===== src/rtl/shared_divider_pkg.sv =====
// Shared bike-computer divider definitions: FSM encoding and default sizing
// used by the speed and average-speed blocks.
package shared_divider_pkg;

    localparam int DIV_WIDTH = 16;
    localparam int DIV_CNT_W = 5;

    typedef enum logic [1:0] {
        IDLE = 2'd0,
        CALC = 2'd1,
        DONE = 2'd2
    } div_state_t;

endpackage


===== src/rtl/shared_divider_step.sv =====
// One unsigned restoring radix-2 division step. The dividend register doubles
// as the quotient register: each step shifts out a dividend bit and shifts in a quotient bit.
module div_step
    import shared_divider_pkg::*;
#(
    parameter int WIDTH = DIV_WIDTH
) (
    input  logic [WIDTH-1:0] rem,
    input  logic [WIDTH-1:0] dvd,
    input  logic [WIDTH-1:0] dsr,
    output logic [WIDTH-1:0] rem_next,
    output logic [WIDTH-1:0] dvd_next
);

    logic [WIDTH:0]   shifted;
    logic [WIDTH+1:0] trial;
    logic             fits;
    logic             unused_trial_bit;

    // Two guard bits so the sign of the trial subtraction is never aliased
    assign shifted          = {rem, dvd[WIDTH-1]};
    assign trial            = {1'b0, shifted} - {2'b00, dsr};
    assign fits             = ~trial[WIDTH+1];
    assign unused_trial_bit = trial[WIDTH];

    assign rem_next = fits ? trial[WIDTH-1:0] : shifted[WIDTH-1:0];
    assign dvd_next = {dvd[WIDTH-2:0], fits};

endmodule


===== src/rtl/shared_divider.sv =====
// Iterative divider time-shared between two clients with round-robin
// arbitration; one restoring step per cycle, result held until the owner drops start.
module shared_divider
    import shared_divider_pkg::*;
#(
    parameter int WIDTH = DIV_WIDTH,
    parameter int CNT_W = DIV_CNT_W
) (
    input  logic             clk,
    input  logic             rst,
    input  logic             start0,
    input  logic [WIDTH-1:0] dividend0,
    input  logic [WIDTH-1:0] divisor0,
    input  logic             start1,
    input  logic [WIDTH-1:0] dividend1,
    input  logic [WIDTH-1:0] divisor1,
    output logic [WIDTH-1:0] quotient,
    output logic [WIDTH-1:0] remainder,
    output logic             dz,
    output logic             busy,
    output logic             ready,
    output logic             gnt
);

    div_state_t       state;
    div_state_t       state_next;
    logic [CNT_W-1:0] cnt;
    logic             ptr;
    logic             req_any;
    logic             grant_idx;
    logic             owner_start;
    logic             last_step;
    logic [WIDTH-1:0] rem_acc;
    logic [WIDTH-1:0] dvd_acc;
    logic [WIDTH-1:0] dsr_reg;
    logic [WIDTH-1:0] rem_step;
    logic [WIDTH-1:0] dvd_step;

    // Pointer only matters when both clients request at once
    assign req_any     = start0 | start1;
    assign grant_idx   = (start0 & start1) ? ptr : start1;
    assign owner_start = gnt ? start1 : start0;
    assign last_step   = (cnt == CNT_W'(1));

    div_step #(.WIDTH(WIDTH)) u_step (
        .rem      (rem_acc),
        .dvd      (dvd_acc),
        .dsr      (dsr_reg),
        .rem_next (rem_step),
        .dvd_next (dvd_step)
    );

    always_ff @(posedge clk) begin
        if (rst) state <= IDLE;
        else     state <= state_next;
    end

    always_comb begin
        state_next = state;
        case (state)
            IDLE:    if (req_any)      state_next = CALC;
            CALC:    if (last_step)    state_next = DONE;
            DONE:    if (!owner_start) state_next = IDLE;
            default:                   state_next = IDLE;
        endcase
    end

    always_comb begin
        busy  = (state == CALC);
        ready = (state == DONE);
    end

    always_ff @(posedge clk) begin
        if (rst) begin
            cnt       <= '0;
            ptr       <= 1'b0;
            gnt       <= 1'b0;
            quotient  <= '0;
            remainder <= '0;
            dz        <= 1'b0;
        end else begin
            case (state)
                IDLE: begin
                    if (req_any) begin
                        gnt <= grant_idx;
                        ptr <= ~grant_idx;
                        cnt <= CNT_W'(WIDTH);
                    end
                end
                CALC: begin
                    cnt <= cnt - CNT_W'(1);
                    if (last_step) begin
                        quotient  <= dvd_step;
                        remainder <= rem_step;
                        dz        <= (dsr_reg == '0);
                    end
                end
                default: ;
            endcase
        end
    end

    // Working registers are don't-care outside CALC, so they carry no reset
    always_ff @(posedge clk) begin
        if (state == IDLE && req_any) begin
            rem_acc <= '0;
            dvd_acc <= grant_idx ? dividend1 : dividend0;
            dsr_reg <= grant_idx ? divisor1  : divisor0;
        end else if (state == CALC) begin
            rem_acc <= rem_step;
            dvd_acc <= dvd_step;
        end
    end

endmodule


===== config.mk =====
export PLATFORM = sky130hd
export DESIGN_NAME = shared_divider
export DESIGN_NICKNAME = d
export VERILOG_FILES = /design/src/rtl/shared_divider_pkg.sv /design/src/rtl/shared_divider_step.sv /design/src/rtl/shared_divider.sv
export SDC_FILE = /design/constraint.sdc
export NUM_CORES = 1
export LEC_CHECK = 0
export ABC_AREA = 0
export BUFFER_PORTS_ARGS = -buffer_cell sky130_fd_sc_hd__buf_2
export CAP_MARGIN = 20
export CORE_MARGIN = 2
export CORE_UTILIZATION = 40
export DETAILED_ROUTE_END_ITERATION = 7
export GPL_TIMING_DRIVEN = 0
export SETUP_SLACK_MARGIN = 0.15
export SYNTH_ARGS = -nofsm -noshare
export SYNTH_HDL_FRONTEND = slang
export SYNTH_SLANG_ARGS = --single-unit

===== constraint.sdc =====
create_clock -name clk -period 3.3 [get_ports clk]
set_clock_uncertainty 0.05 [all_clocks]
set_input_delay 0.495 -clock clk [delete_from_list [all_inputs] [get_ports clk]]
set_output_delay 0.495 -clock clk [all_outputs]
set_load 0.01 [all_outputs]

; ---- After elaboration in Yosys (flattened, before gate mapping)
; Cells that the tools add are included.
[classes]
add_sub_neg = 2
n_mul = 0
n_div = 0
n_lt_le_gt_ge = 0
n_eq_ne = 6
n_shift = 0
n_mux = 13
n_bitwise = 4
reduce_logical = 9
[ops]
columns = operator, count
row1 = 16-bit two-way mux, 5
row2 = 17-bit by 16-bit subtractor with 18-bit output, 1
row3 = 16-bit logical NOT, 1
row4 = 5-bit case mux with 2 select lines, 1
row5 = 2-bit two-way mux, 3
row6 = 2-bit case mux with 3 select lines, 1
row7 = 2-bit AND reduction, 3
row8 = 5-bit by 1-bit == test with 1-bit output (second input constant), 1
row9 = 5-bit two-way mux, 1
row10 = 5-bit by 1-bit subtractor with 5-bit output (second input constant), 1
row11 = 2-bit inequality test (second input constant), 2
row12 = 2-bit nonzero test, 2
row13 = 3-bit AND reduction, 1
row14 = 2-bit by 1-bit == test with 1-bit output (second input constant), 1
row15 = 2-bit == test (second input constant), 1
row16 = 2-bit logical NOT, 1
row17 = 1-bit two-way mux, 2
row18 = 2-bit by 1-bit inequality test with 1-bit output (second input constant), 1
row19 = 1-bit NOT, 2
row20 = 1-bit bitwise AND, 1
row21 = 1-bit logical AND, 1
row22 = 1-bit bitwise OR, 1
[totals]
register_bits = 90
latchBits = 0
mem_bits_rw = 0
mem_bits_ro = 0
out_inout_bits = 36
memories = 0

; ---- Longest topological paths before layout
[logic_depth]
depth_word = 4
depth_mapped = 12
mapped_depth_nobuf = 11

; ---- Cells and area by module
; A second synthesis with hierarchy kept.
[hier_totals]
hier_cells = 535
area_unflattened_um2 = 4898.4
[modules_own_cells]
columns = module, n_inst, cells_each, area_per_inst_um2
row1 = shared_divider, 1, 362, 3616.0
row2 = div_step, 1, 173, 1282.5

; ---- Worst setup path after synthesis
; OpenSTA, ideal clock, no wires.
[synth_timing]
kind = flip-flop to flip-flop
from = reg dvd_acc[15]
to = reg remainder[14]
arrival_ns = 2.216
required_time_ns = 3.113
slack_ns = 0.897
path_stages_with_launch = 12
n_path_buf = 0
cell_sequence = edfxtp_1 > inv_1 > ha_1 > inv_1 > fa_1 > a21o_1 > a221oi_2 > nand3b_1 > a31oi_1 > or3_1 > nand3_1 > a31oi_1
[synth_between]
elab_chain_len = 2
[synth_rtl]
columns = item, line_no
row1 = start: declaration, shared_divider.sv:34  ; logic [WIDTH-1:0] dvd_acc;
row2 = start signal: assignment, shared_divider.sv:107  ; dvd_acc <= grant_idx ? dividend1 : dividend0;
row3 = start signal: assignment, shared_divider.sv:111  ; dvd_acc <= dvd_step;
row4 = 17-bit by 16-bit subtractor with 18-bit output, shared_divider_step.sv:22  ; assign trial = {1'b0, shifted} - {2'b00, dsr};
row5 = 16-bit two-way mux, shared_divider_step.sv:26  ; assign rem_next = fits ? trial[WIDTH-1:0] : shifted[WIDTH-1:0];
row6 = end signal: assignment, shared_divider.sv:94  ; remainder <= rem_step;
row7 = end: declaration, shared_divider.sv:18  ; output logic [WIDTH-1:0] remainder,
; No other way between the ends.
; A chain may end at the register's enable or synchronous reset.

; ---- Worst setup path in the final report
[layout_timing]
from = reg dvd_acc[15]
to = reg rem_acc[10]
[layout_between]
elab_chain_len = 2
[layout_rtl]
columns = item, line_no
row1 = 17-bit by 16-bit subtractor with 18-bit output, shared_divider_step.sv:22
row2 = 16-bit two-way mux, shared_divider_step.sv:26
row3 = end signal: assignment, shared_divider.sv:110  ; rem_acc <= rem_step;
row4 = end: declaration, shared_divider.sv:33  ; logic [WIDTH-1:0] rem_acc;
; No other way between the ends.

==> flow_metrics.env <==
export IMPL_status="finished clean"
export IMPL_globalRouteTotalUtil_pct=19.8
export IMPL_yosys_cell_types_count=60
export IMPL_core_um2=11400
export IMPL_critPathBufInv=2
export IMPL_rsz0062_at_grt="false"
export IMPL_tightestPinTransition_ns=0.744
export IMPL_syn_area_per_cell_um2=9.27
export IMPL_cts_root_buf="clkbuf_16"
export IMPL_cp_data_arrival_time_ns=3.10
export IMPL_path_class="reg2reg"
export IMPL_wirelength_um=12200
export IMPL_numPortBuffers=102
export IMPL_drtIter0Drc=232
export IMPL_crit_path_end_kind="flip-flop"
export IMPL_diodes=0
export IMPL_cts_clk_slew_worst_paths_ns=0.07
export IMPL_slew_headroom_pct=50.4
export IMPL_drive_above_1_share_pct=25.1
export IMPL_whs_path_depth=2
export IMPL_placed_cell_area_um2=5340
export IMPL_crit_slowest_cell="edfxtp_1"
export IMPL_worst_path_dominant_cell_family="compound AO/OA/AOI/OAI gates"
export IMPL_cp_depth=11
export IMPL_power_density_nw_per_um2=499
export IMPL_p_leak_nw=2.49
export IMPL_seq_area_um2=2120
export IMPL_setup_tns_final_ns=0
export IMPL_crit_path_start_kind="flip-flop"
export IMPL_die_area_um2=12500
export IMPL_post_dp_hpwl_um=9280
export IMPL_setup_viol=0
export IMPL_fin_crit_sh_pct=87.2
export IMPL_ctsHtreeMaxLevel=3
export IMPL_required_ns=3.52
export IMPL_synth_area_um2=4650
export IMPL_post_cts_setup_buffers=0
export IMPL_synth_ff_latch_count=90
export IMPL_firstDrtPassIters=4
export IMPL_routed_via_count=4049
export IMPL_grt_overflow=0
export IMPL_crit_chain="inv_1 > ha_1 > inv_1 > fa_1 > a21o_1 > a221oi_2 > o21bai_1 > mux2i_1 > a311oi_1 > mux2i_1 > o21ai_0"
export IMPL_die_h_um=112
export IMPL_initial_utilization_pct=40.9
export IMPL_hp_start="divisor1[12]"
export IMPL_crit_path_max_incr_delay_ns=0.40
export IMPL_ys_warn_count=0
export IMPL_fill_cells=1092
export IMPL_reg2reg_from="dvd_acc[15]"
export IMPL_antenna_left=0
export IMPL_drv_slew=0
export IMPL_clock_latency_ns=0.34
export IMPL_via_per_inst=5.30
export IMPL_area_delta_synth_final_pct=20.9
export IMPL_syn_nets=589
export IMPL_numCtsBuffers=9
export IMPL_place_ws_ns=-0.0352
export IMPL_pin_count=104
export IMPL_grt_pass1_wl_um=19700
export IMPL_place_congestion=0.916
export IMPL_max_vdd_ir_drop_uv=269
export IMPL_ys_seq_area_share_pct=45.6
export IMPL_hold_viol=0
export IMPL_cts_tree="yes"
export IMPL_grt_pass1_vias=3963
export IMPL_drc=0
export IMPL_layout_setup_ws_ns=0.422
export IMPL_die_w_um=112
export IMPL_fmax_mhz=347
export IMPL_grt_max_degree=23
export IMPL_drv_cap=0
export IMPL_crit_fanout=4
export IMPL_finalCriticalPeriod_ns=2.88
export IMPL_clock_path_buffers=2
export IMPL_worstHoldPathType="in2reg"
export IMPL_multi_input_area_um2=2280
export IMPL_rows=39
export IMPL_antenna_found_initial=0
export IMPL_rr_worst_depth=11
export IMPL_layout_nets=703
export IMPL_async_reset_ff_share_pct=0
export IMPL_final_area_um2=5630
export IMPL_synth_edf_count=32
export IMPL_cp_startpoint="dvd_acc[15]"
export IMPL_wl_per_cell_um=15.9
export IMPL_synth_top_flop_cell="dfxtp_1"
export IMPL_cts_sinks=90
export IMPL_synthCells=502
-- layout by cell type (no fill, tap or decap), drive strengths merged, types with 4 or more instances in the layout --
cell	n
xnor2	8
and3	4
nor4	5
buf	113
dfxtp	58
ha	18
nand4	4
nor3	5
clkinv	6
clkbuf	25
nand3	7
o21ai	55
a21o	8
nand2	73
inv	31
nor2	22
a31oi	8
a21oi	51
mux2i	25
mux2	16
edfxtp	32
-- worst register-to-register path, delay by kind of cell (launching register included) --
family,cells,cell delay [ns]
compound gates,5,1.30
buf+inv,2,0.12
flops,1,0.40
mux,2,0.38
fa+ha+maj,2,0.55
-- repair_timing --
action,4_1_cts,5_1_grt
hold buffers,0,0
setup endpoints to repair,0,17
gates resized for setup,0,2
-- routing by layer --
layer,wire length (um),track usage (%),vias to the layer above,share of wire [%]
met5,0,0,-,0
met4,135,5.76,0,1.1
met3,637,3.54,11,5.2
met2,5610,31.0,110,46
met1,5790,28.1,1910,48
li1,-,-,2018,-
-- path summary, 6_finish.rpt --
kind | to | slack (ns)
setup / recovery | rem_acc[10] | 0.42
hold reg to reg | quotient[9] | 0.41
setup reg to reg | rem_acc[10] | 0.42
hold / removal | dsr_reg[12] | 0.40
-- stage by stage --
stage	util, %	power [mW]	hold WS (ns)	instances
final	49.5	2.81	0.401	764
after global routing	49.5	2.95	0.402	764
after CTS	49.4	2.83	0.394	763
after detailed placement	47.0	1.87	0.399	747
after global placement	47.0	1.86	0.394	747
after floorplan	-	1.70	0.385	502
-- Yosys cell counts (all sizes together) (8+ instances only) --
library cell	count	share of area, %
a21o	8	1.3
nand2	73	5.9
o21ai	55	5.9
nor2	22	2.2
mux2	16	3.9
ha	18	4.8
edfxtp	32	21
inv	31	2.5
buf	11	1.7
a21oi	51	5.6
xnor2	8	1.5
dfxtp	58	25
a31oi	8	1.1
clkbuf	15	1.2
mux2i	25	5.4
-- cells by family (layout without fill, tap and decap cells) --
| kind of cell | count (synthesis) | after routing | synth area share, % |
|---|---|---|---|
| AO/OA/AOI/OAI | 149 | 149 | 19.1 |
| AND/OR/NAND/NOR | 135 | 135 | 13.4 |
| flip-flops | 90 | 90 | 45.6 |
| buffers and inverters | 58 | 177 | 5.51 |
| multiplexers | 41 | 41 | 9.25 |
| adder cells (fa/ha/maj) | 19 | 19 | 5.27 |
| XOR/XNOR | 10 | 10 | 1.88 |
-- where the power goes --
group          total (mW)  leakage (nW)  switching [mW]  internal [mW]
Sequential           1.34         0.791          0.0622           1.27
Combinational       0.519          1.56           0.314          0.205
Clock               0.952         0.136           0.439          0.513
Total                2.81          2.49           0.815           1.99
-- cell type report --
| cell class | instances | area share (%) |
|---|---|---|
| multi-input combinational | 354 | 40.5 |
| clock buffer | 10 | 4.07 |
| sequential | 90 | 37.7 |
| timing repair buffer | 102 | 9.07 |
| buffer | 26 | 2.42 |
| timing repair inverter | 1 | 0.0889 |
| tap | 143 | 3.18 |
| inverter | 32 | 2.20 |
| clock inverter | 6 | 0.756 |
No activity file was read; power rests on OpenSTA's default activity.
